### src/rtl/axi_llc_pkg.sv
// Shared LLC types: tag-store request/response records, access mode and flush FSM states.
package axi_llc_pkg;

  localparam int unsigned LlcSetAssoc    = 8;
  localparam int unsigned LlcNumLines    = 256;
  localparam int unsigned LlcTagLength   = 20;
  localparam int unsigned LlcIndexLength = $clog2(LlcNumLines);

  typedef enum logic [1:0] {Bist, Flush, Lookup} llc_mode_e;

  typedef struct packed {
    llc_mode_e                 mode;
    logic [LlcSetAssoc-1:0]    indicator;
    logic [LlcIndexLength-1:0] index;
    logic [LlcTagLength-1:0]   tag;
    logic                      dirty;
  } store_req_t;

  typedef struct packed {
    logic [LlcSetAssoc-1:0]  indicator;
    logic                    hit;
    logic                    evict;
    logic [LlcTagLength-1:0] evict_tag;
  } store_res_t;

  typedef enum logic [2:0] {IDLE, REQ, RESP, WB, DONE} flush_state_e;

endpackage

### src/rtl/axi_llc_flush_way_sel.sv
// Picks the lowest set bit of the pending way mask, as one-hot and as a binary way number.
module axi_llc_flush_way_sel #(
  parameter int unsigned Ways    = 8,
  parameter int unsigned WayIdxW = (Ways > 1) ? $clog2(Ways) : 1
) (
  input  logic [Ways-1:0]    pending_i,
  output logic [Ways-1:0]    onehot_o,
  output logic [WayIdxW-1:0] idx_o
);

  // Scanning downwards lets the lowest set bit be the last one written.
  always_comb begin
    idx_o = '0;
    for (int i = Ways - 1; i >= 0; i--) begin
      if (pending_i[i]) idx_o = i[WayIdxW-1:0];
    end
  end

  assign onehot_o = pending_i & (~pending_i + Ways'(1));

endmodule

### src/rtl/axi_llc_flush_seq.sv
// Flush sequencer: walks every index of each selected way, forwards dirty evictions to write-back.
// Optional AXI_LLC_FLUSH_PERF_EN adds saturating evict/line handshake counters.
module axi_llc_flush_seq
  import axi_llc_pkg::*;
#(
  parameter int unsigned SetAssociativity = LlcSetAssoc,
  parameter int unsigned NumLines         = LlcNumLines,
  parameter int unsigned TagLength        = LlcTagLength
) (
  input  logic                        clk_i,
  input  logic                        rst_i,
  input  logic [SetAssociativity-1:0] flush_mask_i,
  input  logic                        flush_valid_i,
  output logic                        flush_ready_o,
  output store_req_t                  store_req_o,
  output logic                        store_valid_o,
  input  logic                        store_ready_i,
  input  store_res_t                  store_res_i,
  input  logic                        store_res_valid_i,
  output logic                        store_res_ready_o,
  output logic [SetAssociativity-1:0] wb_way_o,
  output logic [$clog2(NumLines)-1:0] wb_index_o,
  output logic [TagLength-1:0]        wb_tag_o,
  output logic                        wb_valid_o,
  input  logic                        wb_ready_i,
  output logic [SetAssociativity-1:0] flushed_o,
  output logic                        flush_done_o,
  input  logic [SetAssociativity-1:0] unflush_i
`ifdef AXI_LLC_FLUSH_PERF_EN
  ,
  output logic [31:0]                 evict_cnt_o,
  output logic [31:0]                 line_cnt_o
`endif
);

  localparam int unsigned IndexLength = $clog2(NumLines);
  localparam int unsigned WayIdxW     = (SetAssociativity > 1) ? $clog2(SetAssociativity) : 1;
  localparam logic [IndexLength-1:0] LastIndex = IndexLength'(NumLines - 1);

  flush_state_e                state_q, state_d;
  logic [SetAssociativity-1:0] pending_q, pending_d;
  logic [SetAssociativity-1:0] flushed_q, flushed_d;
  logic [IndexLength-1:0]      index_q, index_d;
  logic [TagLength-1:0]        evict_tag_q, evict_tag_d;
  logic [SetAssociativity-1:0] way_onehot, set_mask;
  logic [WayIdxW-1:0]          way_idx;
  logic                        advance, accept;

  axi_llc_flush_way_sel #(
    .Ways    (SetAssociativity),
    .WayIdxW (WayIdxW)
  ) i_way_sel (
    .pending_i (pending_q),
    .onehot_o  (way_onehot),
    .idx_o     (way_idx)
  );

  always_comb begin
    state_d           = state_q;
    pending_d         = pending_q;
    index_d           = index_q;
    evict_tag_d       = evict_tag_q;
    set_mask          = '0;
    advance           = 1'b0;
    accept            = 1'b0;
    flush_ready_o     = 1'b0;
    store_valid_o     = 1'b0;
    store_res_ready_o = 1'b0;
    wb_valid_o        = 1'b0;
    flush_done_o      = 1'b0;
    unique case (state_q)
      IDLE: begin
        // Ready is masked during reset so every output reads zero while rst_i is high.
        flush_ready_o = ~rst_i;
        if (flush_valid_i && !rst_i) begin
          accept    = 1'b1;
          pending_d = flush_mask_i & ~flushed_q;
          index_d   = '0;
          state_d   = (|(flush_mask_i & ~flushed_q)) ? REQ : DONE;
        end
      end
      REQ: begin
        store_valid_o = 1'b1;
        if (store_ready_i) state_d = RESP;
      end
      RESP: begin
        store_res_ready_o = 1'b1;
        if (store_res_valid_i) begin
          if (store_res_i.evict) begin
            evict_tag_d = store_res_i.evict_tag;
            state_d     = WB;
          end else begin
            advance = 1'b1;
          end
        end
      end
      WB: begin
        wb_valid_o = 1'b1;
        if (wb_ready_i) advance = 1'b1;
      end
      DONE: begin
        flush_done_o = 1'b1;
        state_d      = IDLE;
      end
      default: state_d = IDLE;
    endcase

    if (advance) begin
      if (index_q == LastIndex) begin
        set_mask[way_idx] = 1'b1;
        pending_d         = pending_q & ~way_onehot;
        index_d           = '0;
      end else begin
        index_d = index_q + IndexLength'(1);
      end
      state_d = (|pending_d) ? REQ : DONE;
    end

    // A way completing in the same cycle as its unflush stays flushed.
    flushed_d = (flushed_q & ~unflush_i) | set_mask;
  end

  always_ff @(posedge clk_i or posedge rst_i) begin
    if (rst_i) begin
      state_q     <= IDLE;
      pending_q   <= '0;
      flushed_q   <= '0;
      index_q     <= '0;
      evict_tag_q <= '0;
    end else begin
      state_q     <= state_d;
      pending_q   <= pending_d;
      flushed_q   <= flushed_d;
      index_q     <= index_d;
      evict_tag_q <= evict_tag_d;
    end
  end

  // The current way and index are stable from REQ through WB, so payloads are gated state views.
  always_comb begin
    store_req_o = '0;
    if (state_q == REQ) begin
      store_req_o.mode      = Flush;
      store_req_o.indicator = way_onehot;
      store_req_o.index     = index_q;
    end
  end

  assign wb_way_o   = wb_valid_o ? way_onehot  : '0;
  assign wb_index_o = wb_valid_o ? index_q     : '0;
  assign wb_tag_o   = wb_valid_o ? evict_tag_q : '0;
  assign flushed_o  = flushed_q;

  evict_way_matches: assert property (@(posedge clk_i) disable iff (rst_i)
    (state_q == RESP && store_res_valid_i && store_res_i.evict)
      |-> (store_res_i.indicator == way_onehot));

`ifdef AXI_LLC_FLUSH_PERF_EN
  logic [31:0] evict_cnt_q, line_cnt_q;

  always_ff @(posedge clk_i or posedge rst_i) begin
    if (rst_i) begin
      evict_cnt_q <= '0;
      line_cnt_q  <= '0;
    end else if (accept) begin
      evict_cnt_q <= '0;
      line_cnt_q  <= '0;
    end else begin
      if (wb_valid_o && wb_ready_i && evict_cnt_q != '1) evict_cnt_q <= evict_cnt_q + 32'd1;
      if (store_valid_o && store_ready_i && line_cnt_q != '1) line_cnt_q <= line_cnt_q + 32'd1;
    end
  end

  assign evict_cnt_o = evict_cnt_q;
  assign line_cnt_o  = line_cnt_q;
`endif

endmodule
### config.mk
export PLATFORM = sky130hd
export DESIGN_NAME = axi_llc_flush_seq
export DESIGN_NICKNAME = d
export VERILOG_FILES = /design/src/rtl/axi_llc_pkg.sv /design/src/rtl/axi_llc_flush_way_sel.sv /design/src/rtl/axi_llc_flush_seq.sv
export SDC_FILE = /design/constraint.sdc
export NUM_CORES = 1
export LEC_CHECK = 0
export CORE_UTILIZATION = 42
export CTS_CLUSTER_DIAMETER = 40
export DETAILED_ROUTE_END_ITERATION = 7
export HOLD_SLACK_MARGIN = 0.06
export PLACE_DENSITY = 0.8
export SYNTH_ARGS = -nofsm -noshare
export SYNTH_HDL_FRONTEND = slang
export SYNTH_SLANG_ARGS = --single-unit
### constraint.sdc
create_clock -name clk_i -period 2.7 [get_ports clk_i]
set_clock_uncertainty 0.1 [all_clocks]
set_input_delay 0.27 -clock clk_i [delete_from_list [all_inputs] [get_ports clk_i]]
set_output_delay 0.27 -clock clk_i [all_outputs]
set_load 0.05 [all_outputs]
==> reports/metrics.cfg <==
[cts]
clk_latency_ns = 0.30
htreeDepth = 2
holdBufCountCts = 0
post-cts-setup-buffer-count = 0
cts_tree = done
clock-sinks = 47
numCtsBuffers = 5
cts_root_buf = clkbuf_8
clk_pin_slew_worst_paths_ns = 0.09
clockBufferDepth = 2

[cells_and_area]
antenna_cells = 0
n_fill_cell = 590
stdcell_count = 539
drive_above_1_share_pct = 19.86
nets = 495
area_growth_pct = 47.56

[route]
drc = 0
final_antenna_net_count = 0
vias = 2848
drtPass1Iterations = 5
detail_route.iter0.violations = 176
avgRoutedWirePerCell_um = 14.97
vias_per_cell = 5.284
wl_mm = 8.069

[power_and_ir_drop]
power.total_mw = 4.180
p_leak_nw = 1.958
ir_drop_mv = 0.4167
power-per-cell-area_mw_per_mm2 = 951.2

[critical_path]
cp_cell_sequence = or4_4 > or3_4 > nor3_2 > buf_12
critical_path_class = reg2out
slowest_stage = or4_4
worstPathArrival_ns = 2.26
worst-path-max-fanout = 9
critPathRequiredTime_ns = 2.33
start_kind = register
max_stage_delay_ns = 0.62
crit_path_end_kind = output pin

[timing]
hold_viol_final = 0
whs_ns = 0.3329
max_freq_ghz = 0.3798
fin_ws_ns = 0.06736
slew-limit-headroom_pct = 53.08
fin_crit_ns = 2.633
fin_crit_sh_pct = 97.51
worst_slew_pin_slew_ns = 0.7031
setup_tns_ns = 0
setup_viol = 0
slew_violations = 0

[yosys]
synth_area_sq_mm = 0.002978
synth_area_leaders = dfrtp_1 39%, mux2_1 7.6%, and3_1 6.1%, buf_4 5.8%, nor2_1 4.3%
synth_area_leader_cell = dfrtp_1
syn_inst = 341
synth_area_per_cell_sq_um = 8.733
synth_flop_cell = dfrtp_1
yosysSeqAreaShare_pct = 39.50
synth_top_area_share_pct = 39.50
ys_types = 48
ys_async_sr_fraction_pct = 100.0
synth-edff-count = 0
ys_warn_count = 0
synth-seq-cells = 47

[job]
maxCapViolations = 0

[placement]
place_ws_ns = 0.3254
dpl.cell_count = 531
place_congestion = 0.8893
dpl.hpwl_mm = 6.181
portBuffers = 108

[global_route]
grt_pass1_vias = 2713
grt_use_total_pct = 22.07
grt_max_degree = 30
antenna_found_initial = 0
gr-total-overflow = 0
grt_pass1_wl_mm = 12.90

[min_path]
hold_path_class = in2async

[status]
status = complete, no violations

[floorplanning]
die_y_um = 86.20
core_area_sq_mm = 0.006832
row_count = 30
die_area_sq_mm = 0.007430
die_x_um = 86.20
io_pins = 140
initial_core_util_pct = 43.59

[where the power goes]
part	total [mW]	leakage, nW	internal, mW	switching [mW]
registers	1.20	0.597	0.947	0.255
logic	2.52	1.31	0.927	1.59
clock network	0.461	0.0474	0.209	0.251
total	4.18	1.96	2.08	2.10
[cell type report]
class	instances	area [sq um]	share of cell area [%]
Inverter	20	75.07	1.708
Clock buffer	6	82.58	1.879
Multi-Input combinational cell	251	1555	35.39
Timing Repair Buffer	117	1369	31.15
Sequential cell	47	1176	26.77
Tap cell	96	120.1	2.733
Clock inverter	2	16.27	0.3702
[worst max-delay path, delay by kind of cell, from the launching register on]
kind / cells / cell delay [ns]
DFF: 1 / 0.49
and+or+nand+nor: 3 / 1.29
buffers and inverters: 1 / 0.18
[state kept, by name (all words and copies together) (netlist names)]
register	cells
index_q	8
state_q	3
flushed_o	8
evict_tag_q	20
pending_q	8
[per-layer routing]
metal	GRT usage [%]	wire (um)	up-vias
li1	-	-	1352
met1	26.74	3204	1350
met2	39.11	4131	130
met3	4.762	573	16
met4	6.970	159	0
met5	0	0	-
[kinds of logic (layout without fill, tap and decap cells)]
group	Yosys count	count (layout)	synth area share (%)
simple gates	141	141	25.29
compound gates	66	66	15.17
buf+inv	64	145	11.64
flops	47	47	39.50
mux	20	20	7.563
fa+ha+maj	1	1	0.4201
other cells	1	22	0.1259
xor+xnor	1	1	0.2942
[per-stage QoR]
stage               util [%]  area [sq um]
global placement       62.56          4274
CTS                    64.03          4374
floorplan                  -          3057
finish                 64.32          4394
detailed placement     62.56          4274
global route           64.32          4394
[what timing repair did]
item | CTS | global route
endpoints found under the setup margin | 1 | 4
pin swaps | 0 | 0
resized for setup | 1 | 4
endpoints found under the hold margin | 0 | 0
[Yosys cell counts (3+ instances only)]
master and n:
dfrtp_1 47, nor2_1 34, and3_1 29, buf_4 23, mux2_1 20, inv_1 19, nand2_1 17, clkbuf_1 15
a21oi_1 14, nor3_1 12, nand2b_1 11, o21ai_1 11, o22ai_1 10, nand3_1 8, o21ai_0 8, and2_1 7
nand4_1 5, or3_1 5, buf_2 4, nor4_1 3, o211ai_1 3, o31ai_1 3
[path summary, 6_finish.rpt]
check,depth (start not counted),slack [ns],to,startpoint
max reg2reg,7,0.58,pending_q[1],state_q[0]
min,2,0.33,flushed_o[7],rst_i
max in group asynchronous,3,1.59,index_q[4],rst_i
max,4,0.07,store_req_o[36],pending_q[1]
min reg2reg,1,0.38,evict_tag_q[16],evict_tag_q[16]
min in group clk_i,1,0.38,evict_tag_q[16],evict_tag_q[16]
[layout by cell type (no fill, tap or decap), types with 3 or more instances in the layout]
master / instances
o211ai_1: 3
nand2_1: 17
mux2_1: 20
nand3_1: 8
o21ai_1: 11
nor2_1: 34
dfrtp_1: 47
nor3_2: 4
and2_1: 7
clkdlybuf4s50_1: 51
or3_1: 5
buf_4: 37
nor3_1: 8
nand4_1: 5
o22ai_1: 10
o31ai_1: 3
nand2b_1: 11
a21oi_1: 14
and3_1: 29
clkbuf_8: 6
conb_1: 22
o21ai_0: 8
buf_12: 29
nor4_1: 3
inv_1: 18
Power figures use the tool's default switching activity.
